===== src/rtl/dmaster_st_packet_arbiter.sv =====
// dmaster_st_packet_arbiter
//   Packet-level round-robin arbiter sharing one Avalon-ST byte stream
//   between NUM_IN packetised requesters. A grant is held from the first
//   accepted beat through the beat carrying EOP, so packets never interleave.
//   The winning index is emitted on out_channel. The output is a one-entry
//   registered buffer that sustains 1 beat/cycle (load and unload together).
//
// Ports
//   clk               single clock
//   reset_n           asynchronous active-low reset
//   in_valid/in_ready per-requester handshake (NUM_IN bits each)
//   in_data           flattened beats, requester i at [i*DATA_W +: DATA_W]
//   in_startofpacket  per-requester SOP
//   in_endofpacket    per-requester EOP
//   out_ready         downstream ready
//   out_valid         buffer holds a beat
//   out_data          buffered beat data
//   out_channel       granted requester index, zero-extended
//   out_startofpacket buffered SOP
//   out_endofpacket   buffered EOP
//
// state  | meaning
// IDLE   | no grant held; pick next requester round-robin from last_grant+1
// LOCKED | grant held; forward beats of requester 'grant' until EOP accepted

module dmaster_st_packet_arbiter #(
  parameter int NUM_IN    = 2,
  parameter int DATA_W    = 8,
  parameter int CHANNEL_W = 8
) (
  input  logic                     clk,
  input  logic                     reset_n,
  input  logic [NUM_IN-1:0]        in_valid,
  output logic [NUM_IN-1:0]        in_ready,
  input  logic [NUM_IN*DATA_W-1:0] in_data,
  input  logic [NUM_IN-1:0]        in_startofpacket,
  input  logic [NUM_IN-1:0]        in_endofpacket,
  input  logic                     out_ready,
  output logic                     out_valid,
  output logic [DATA_W-1:0]        out_data,
  output logic [CHANNEL_W-1:0]     out_channel,
  output logic                     out_startofpacket,
  output logic                     out_endofpacket
);

  localparam int GW = (NUM_IN > 1) ? $clog2(NUM_IN) : 1;

  typedef enum logic {IDLE, LOCKED} state_t;

  state_t            state, state_nxt;
  logic [GW-1:0]     grant, grant_nxt;
  logic [GW-1:0]     last_grant, last_grant_nxt;
  logic              can_load;
  logic              accept;
  logic              sel_valid;
  logic              sel_sop;
  logic              sel_eop;
  logic [DATA_W-1:0] sel_data;
  int                rr_idx;

  // in_ready depends only on state, grant and the buffer, never on in_valid.
  assign can_load  = !out_valid || out_ready;
  assign sel_valid = in_valid[grant];
  assign sel_sop   = in_startofpacket[grant];
  assign sel_eop   = in_endofpacket[grant];
  assign sel_data  = in_data[grant*DATA_W +: DATA_W];
  assign accept    = (state == LOCKED) && sel_valid && can_load;

  always_comb begin
    in_ready = '0;
    if (state == LOCKED) in_ready[grant] = can_load;
  end

  always_ff @(posedge clk or negedge reset_n) begin
    if (!reset_n) begin
      state      <= IDLE;
      grant      <= '0;
      last_grant <= GW'(NUM_IN - 1);
    end else begin
      state      <= state_nxt;
      grant      <= grant_nxt;
      last_grant <= last_grant_nxt;
    end
  end

  always_comb begin
    state_nxt      = state;
    grant_nxt      = grant;
    last_grant_nxt = last_grant;
    rr_idx         = 0;
    case (state)
      IDLE: begin
        // Scan offsets from farthest to nearest so the nearest valid
        // requester after last_grant is the final (winning) assignment.
        for (int k = NUM_IN; k >= 1; k--) begin
          rr_idx = (int'(last_grant) + k) % NUM_IN;
          if (in_valid[rr_idx]) begin
            grant_nxt = GW'(rr_idx);
            state_nxt = LOCKED;
          end
        end
      end
      LOCKED: begin
        if (accept && sel_eop) begin
          last_grant_nxt = grant;
          state_nxt      = IDLE;
        end
      end
      default: state_nxt = IDLE;
    endcase
  end

  // Buffer drains regardless of FSM state; a beat may still be waiting
  // downstream while the next packet is being arbitrated.
  always_ff @(posedge clk or negedge reset_n) begin
    if (!reset_n) begin
      out_valid         <= 1'b0;
      out_data          <= '0;
      out_channel       <= '0;
      out_startofpacket <= 1'b0;
      out_endofpacket   <= 1'b0;
    end else if (accept) begin
      out_valid         <= 1'b1;
      out_data          <= sel_data;
      out_channel       <= CHANNEL_W'(grant);
      out_startofpacket <= sel_sop;
      out_endofpacket   <= sel_eop;
    end else if (out_ready) begin
      out_valid <= 1'b0;
    end
  end

endmodule

===== config.mk =====
export PLATFORM = sky130hd
export DESIGN_NAME = dmaster_st_packet_arbiter
export DESIGN_NICKNAME = d
export VERILOG_FILES = /design/src/rtl/dmaster_st_packet_arbiter.sv
export SDC_FILE = /design/constraint.sdc
export NUM_CORES = 1
export LEC_CHECK = 0
export CORE_MARGIN = 2
export CORE_UTILIZATION = 34
export DETAILED_ROUTE_END_ITERATION = 10
export PLACE_DENSITY_LB_ADDON = 0.3
export SETUP_SLACK_MARGIN = 0.2
export SLEW_MARGIN = 10
export SYNTH_ARGS = -nofsm -noshare
export SYNTH_HDL_FRONTEND = slang
export SYNTH_SLANG_ARGS = --single-unit
export TNS_END_PERCENT = 20

===== constraint.sdc =====
create_clock -name clk -period 1.48 [get_ports clk]
set_input_delay 0.37 -clock clk [delete_from_list [all_inputs] [get_ports clk]]
set_output_delay 0.37 -clock clk [all_outputs]
set_load 0.03 [all_outputs]

==> metrics.md, run 1 <==
| Metric | Value |
|---|---|
| Final critical-path share of the clock period | `0.997` |
| Crit. End Element | `output port` |
| Launch point of the worst reg-to-reg path | `grant` |
| Max Freq | `677 MHz` |
| Via count | `662` |
| Syn Area/Cell | `13.2 um2` |
| Initial Utilization | `0.353` |
| Initial antenna violation count | `0` |
| Status | `finished clean` |
| Register area share after synthesis | `0.438` |
| Remaining global-route overflow | `0` |
| WS Path Type | `register to output port` |
| Crit-path cells | `buf_8 -> and3_4 -> buf_6` |
| Crit path max fanout | `4` |
| Die area | `2950 um2` |
| Slew Viols, Final | `0` |
| Yosys cell types | `22` |
| Clock Latency Late Sink | `0.29 ns` |
| PD cells | `2090 nW/um2` |
| Min-Delay Path Class | `primary input to async pin` |
| CTS Buf Count | `3` |
| Period minus WS final | `1.48 ns` |
| Core ar. | `2430 um2` |
| FF+latch count, synth | `15` |
| Std cell rows | `18` |
| TritonCTS clock tree | `done` |
| Vias in the first global route | `672` |
| RSZ-0062 raised after global routing | `yes` |
| Delay-heaviest family, CP | `flip-flops` |
| Placed insts | `133` |
| Final Hold Viols | `0` |
| DRT Pass-1 Iters | `2` |
| CP Launch Point | `grant` |
| # diodes | `0` |
| Fin Hold WS | `0.334 ns` |
| Non-Filler Instances | `145` |
| First-pass GRT wire length | `2.93 mm` |
| Clock tree buffer depth | `2` |
| Critical Path AT | `1.11 ns` |
| GRT Total Usage | `0.145` |
| Max Cap Viol | `0` |
| Critical path launch point type | `register` |
| DR iter-0 viols | `1` |
| Total I/O pin count | `46` |
| DRC | `0` |
| Ys flop type | `dfrtp_1` |
| Max VDD drop | `1070 uV` |
| Vias per cell | `4.57` |
| Layout cells sized above 1 | `0.504` |
| Static Leak | `0.650 nW` |
| WL per Instance | `13.3 um` |
| Die Y | `54.3 um` |
| Maximum number of pins on one net before global-route repair | `11` |
| CTS Sinks | `15` |
| Final ANT Viol Nets | `0` |
| Crit-path slowest cell | `dfrtp_1` |
| Critical path required time | `1.11 ns` |
| H-tree depth | `1` |
| Final core utilization | `0.550` |
| Slowest stage delay, CP | `0.42 ns` |
| Number of flops mapped to enable cells by yosys | `0` |
| Post-DP HPWL | `1.26 mm` |
| Netlist Area Pre-Place | `860 um2` |
| YS warnings | `0` |
| Area growth syn-to-layout | `55.6%` |
| Post-synth ARST share | `1.00` |
| Die W | `54.3 um` |
| Clock-pin slew on the worst setup and hold paths | `0.09 ns` |
| Fillcell total | `232` |
| WP buf/inv | `2` |
| Clk_skew | `0.00932 ns` |
| Root Driver | `clkbuf_4` |
| Drt total wl | `1.93 mm` |
| Port Buffers | `38` |
| Nets@finish | `141` |
| Setup-failing EPs final | `0` |
| RD Place Congestion | `0.712` |
| Cells after Synth | `65` |
## cell type report
| type | instances | area [um2] | share of cell area |
|---|---|---|---|
| tap | 30 | 37.5 | 0.0281 |
| sequential | 15 | 378 | 0.283 |
| clock inverter | 1 | 5.00 | 0.00374 |
| clock buffer | 3 | 22.5 | 0.0168 |
| inverter | 2 | 7.51 | 0.00561 |
| timing repair buffer | 50 | 432 | 0.323 |
| multi-input combinational | 44 | 455 | 0.341 |
## registers in the layout, indices dropped and copies added, names as in the netlist
name / cells
out_data: 8
grant: 1
last_grant: 1
out_channel: 1
out_endofpacket: 1
out_startofpacket: 1
out_valid: 1
state: 1
## synthesized netlist by cell type (all sizes together), types with 2 or more instances
master,count,area share
buf,10,0.10
mux2,20,0.30
nand2,5,0.022
inv,2,0.0087
mux2i,2,0.023
dfrtp,14,0.41
## power by group
part | total, W | leakage (nW) | internal (W) | switching, W
registers | 0.000757 | 0.172 | 0.000629 | 0.000128
clock network | 0.000236 | 0.0177 | 0.000101 | 0.000136
logic | 0.00180 | 0.460 | 0.000907 | 0.000896
total | 0.00280 | 0.650 | 0.00164 | 0.00116
## layout by cell type (no fill, tap or decap), types with 2 or more instances in the layout
cell / count
buf_2: 9
buf_4: 12
buf_6: 4
clkbuf_4: 3
clkdlybuf4s50_1: 21
conb_1: 7
dfrtp_1: 13
dlygate4sd2_1: 3
inv_1: 2
mux2_2: 9
mux2_4: 11
mux2i_1: 2
nand2_1: 5
nand3_4: 2
## what timing repair did
action / CTS / global route
endpoints found under the hold margin: 0 / 0
gates cloned: 1 / 0
gates resized for setup: 73 / 10
buffers inserted: 4 / 3
hold buffers: 0 / 0
pin swaps: 1 / 1
endpoints found under the setup margin: 27 / 19
## logic make-up after synthesis
family / after synthesis / share of synthesized area
buffers and inverters: 13 / 0.118
flip-flops: 15 / 0.438
other: 1 / 0.00436
AND/OR/NAND/NOR: 10 / 0.0684
multiplexers: 22 / 0.325
AO/OA/AOI/OAI: 4 / 0.0466
## path summary, 6_finish.rpt
| kind | slack (ns) | depth (start not counted) | to |
|---|---|---|---|
| min | 0.33 | 1 | out_data[5] |
| max in group asynchronous | 0.68 | 2 | state |
| max reg2reg | 0.09 | 4 | out_data[0] |
| min reg2reg | 0.51 | 1 | out_data[6] |
| min in group clk | 0.51 | 1 | out_data[6] |
| max | 0.004 | 3 | in_ready[1] |
## metrics by stage
step | cell area [um2] | setup slack, ns | power (W) | setup TNS [ns]
after floorplan | 885 | 0.0396 | 0.00193 | 0
after global placement | 1240 | -0.296 | 0.00240 | -3.59
after detailed placement | 1240 | -0.329 | 0.00243 | -4.02
after CTS | 1280 | -0.00324 | 0.00269 | -0.00324
after global routing | 1340 | -0.0388 | 0.00297 | -0.0717
final | 1340 | 0.00398 | 0.00280 | 0
## metal layers
layer  up-vias  share of wire  track usage
met5         -              0            0
met4         0          0.018       0.0667
met3         4          0.084       0.0437
met2        28           0.50        0.255
met1       310           0.40        0.159
li1        320              -            -
## worst register-to-register path, cell delays in order, from the launching register on
cell	delay [ns]
dfrtp_1	0.40
buf_8	0.12
buf_6	0.15
mux2_2	0.35
mux2_4	0.27
No activity file was read; power rests on OpenSTA's default activity.
==> run 2, diff against run 1 <==
- REMOVE_ABC_BUFFERS: not set -> 1
==> metrics.md, run 2 (synthesis results as in run 1) <==
| Metric | Value |
|---|---|
| Status | `finished clean (unchanged)` |
| Crit. End Element | `output port (unchanged)` |
| Crit-path cells | `buf_8 -> and3_4 -> buf_6 (unchanged)` |
| Initial antenna violation count | `0 (unchanged)` |
| DR iter-0 viols | `5 (was 1)` |
| Setup TNS Final | `0 ns (unchanged)` |
| TritonCTS clock tree | `done (unchanged)` |
| Clock-pin slew on the worst setup and hold paths | `0.08 ns (was 0.09 ns)` |
| Clock tree buffer depth | `2 (unchanged)` |
| First-pass GRT wire length | `2.93 mm (about the same)` |
| Max reg flops | `8 (unchanged)` |
| Crit-path slowest cell | `dfrtp_1 (unchanged)` |
| Largest Register | `out_data (unchanged)` |
| DRT Pass-1 Iters | `4 (was 2)` |
| WS Path Type | `register to output port (unchanged)` |
| Via count | `657 (was 662)` |
| Final Hold Viols | `0 (unchanged)` |
| Vias in the first global route | `650 (was 672)` |
| Slew Viols, Final | `0 (unchanged)` |
| Reg2reg path depth | `4 (unchanged)` |
| Area growth syn-to-layout | `50.1% (was 55.6%)` |
| Final non-filler cell area | `1290 um2 (was 1340 um2)` |
| Setup-failing EPs final | `0 (unchanged)` |
| RSZ-0062 raised after global routing | `yes (unchanged)` |
| GRT met3 Usage | `0.0492 (was 0.0437)` |
| Register share of total power | `0.288 (was 0.271)` |
| CTS Buf Count | `3 (unchanged)` |
| Nets@finish | `138 (was 141)` |
| Std cell rows | `18 (unchanged)` |
| Root Driver | `clkbuf_4 (unchanged)` |
| Internal power | `0.00158 W (was 0.00164 W)` |
| Fin Hold WS | `0.355 ns (was 0.334 ns)` |
| # diodes | `0 (unchanged)` |
| Slowest stage delay, CP | `0.42 ns (about the same)` |
| Total I/O pin count | `46 (unchanged)` |
| Die Y | `54.3 um (unchanged)` |
| Die area | `2950 um2 (unchanged)` |
| Met2 Usage GRT | `0.233 (was 0.255)` |
| WP buf/inv | `2 (unchanged)` |
| Max VDD drop | `955 uV (was 1070 uV)` |
| Max Freq | `681 MHz (was 677 MHz)` |
| Launch point of the worst reg-to-reg path | `grant (unchanged)` |
| CP Launch Point | `grant (unchanged)` |
| GRT Total Usage | `0.146 (was 0.145)` |
| WL per Instance | `13.6 um (was 13.3 um)` |
| Critical path required time | `1.11 ns (about the same)` |
| GR peak layer | `met2 (unchanged)` |
| CTS Sinks | `15 (unchanged)` |
| Initial Utilization | `0.353 (unchanged)` |
| Post-DP HPWL | `1.43 mm (was 1.26 mm)` |
| Critical path launch point type | `register (unchanged)` |
| Clk_skew | `0.00247 ns (was 0.00932 ns)` |
| Layout cells sized above 1 | `0.491 (was 0.504)` |
| Max Cap Viol | `0 (unchanged)` |
| Period minus WS final | `1.47 ns (was 1.48 ns)` |
| M1 GR Usage | `0.168 (was 0.159)` |
| Vias per cell | `4.63 (was 4.57)` |
| Clock Latency Late Sink | `0.27 ns (was 0.29 ns)` |
| R2R Path End | `out_data[6] (was out_data[0])` |
| Remaining global-route overflow | `0 (unchanged)` |
| H-tree depth | `1 (unchanged)` |
| Crit path max fanout | `4 (unchanged)` |
| Maximum number of pins on one net before global-route repair | `12 (was 11)` |
| Final core utilization | `0.530 (was 0.550)` |
| Total power | `0.00269 W (was 0.00280 W)` |
| Port Buffers | `38 (unchanged)` |
| Core ar. | `2430 um2 (unchanged)` |
| Critical Path AT | `1.10 ns (was 1.11 ns)` |
| Cell Area, Placed | `1250 um2 (was 1240 um2)` |
| DRC | `0 (unchanged)` |
| NetSw | `0.00111 W (was 0.00116 W)` |
| Die W | `54.3 um (unchanged)` |
| Static Leak | `0.629 nW (was 0.650 nW)` |
| Final ANT Viol Nets | `0 (unchanged)` |
| Final critical-path share of the clock period | `0.992 (was 0.997)` |
| R2R Setup Slk | `0.04 ns (was 0.09 ns)` |
| PD cells | `2090 nW/um2 (about the same)` |
| Delay-heaviest family, CP | `flip-flops (unchanged)` |
| Drt total wl | `1.93 mm (about the same)` |
| Switch share | `0.412 (was 0.415)` |
| Commonest non-fill, non-tap cell in the layout | `clkdlybuf4s50_1 (unchanged)` |
| RD Place Congestion | `0.699 (was 0.712)` |
| Min-Delay Path Class | `primary input to async pin (unchanged)` |
| Logic pwr share | `0.629 (was 0.645)` |
| Clk pwr share | `0.083 (was 0.085)` |
| Highest-count cells in the layout ignoring fill and taps | `clkdlybuf4s50_1 (21), dfrtp_1 (13), mux2_4 (11), buf_2 (11), mux2_2 (9) (was clkdlybuf4s50_1 (21), dfrtp_1 (13), buf_4 (12), mux2_4 (11))` |
==> run 2: cell types whose count changed in the layout (fill, tap and decap cells not counted), sizes merged <==
cell,delta
nand3,-1
clkbuf,+1
clkinv,-1
buf,-2
==> run 2: how the worst max path moves through the flow <==
stage          slack (ns)  cells after the start             end
6_report             0.01                      3     in_ready[1]
5_1_grt             -0.04                      3     in_ready[1]
4_1_cts             -0.02                      4     in_ready[0]
3_5_place_dp        -0.31                      4     out_data[3]
3_3_place_gp        -0.28                      4  out_channel[0]
2_1_floorplan       -0.13                      3  out_channel[0]
==> run 2: final cells by class <==
cell class	count	area, um2
Multi-Input combinational cell	43	429
Fill cell	230	1140
Clock buffer	4	26.3
Inverter	2	7.51
Tap cell	30	37.5
Sequential cell	15	378
Timing Repair Buffer	48	412
==> run 2: through the flow <==
| stage | std cells | setup slack [ns] |
|---|---|---|
| final | 142 | 0.0113 |
| after global routing | 142 | -0.0442 |
| after CTS | 141 | -0.0165 |
| after detailed placement | 134 | -0.313 |
| after global placement | 134 | -0.279 |
| after floorplan | 60 | -0.134 |
==> run 2: power by group through the flow <==
| stage | clock network [W] | registers (W) | logic (W) |
|---|---|---|---|
| after floorplan | 0 | 0.00113 | 0.000678 |
| after global placement | 0 | 0.000766 | 0.00165 |
| after detailed placement | 0 | 0.000773 | 0.00166 |
| after CTS | 0.000237 | 0.000775 | 0.00164 |
| after global routing | 0.000269 | 0.000802 | 0.00180 |
| final | 0.000224 | 0.000775 | 0.00169 |
==> run 2: metal layers <==
layer / up-vias / part of all wire
met5: - / 0
met4: 0 / 0.014
met3: 2 / 0.089
met2: 35 / 0.51
met1: 309 / 0.39
li1: 311 / -
==> run 2: worst reg2reg max path, stage by stage (launching register included) <==
cell	delay (ns)
dfrtp_1	0.41
buf_8	0.12
buf_4	0.17
mux2_2	0.36
mux2_4	0.27
==> run 2: timing repair <==
item / 4_1_cts / 5_1_grt
endpoints found under the setup margin: 27 / 16
gates resized for setup: 68 / 10
pin swaps: 3 / 3
hold buffers: 0 / 0
setup buffers: 3 / 1
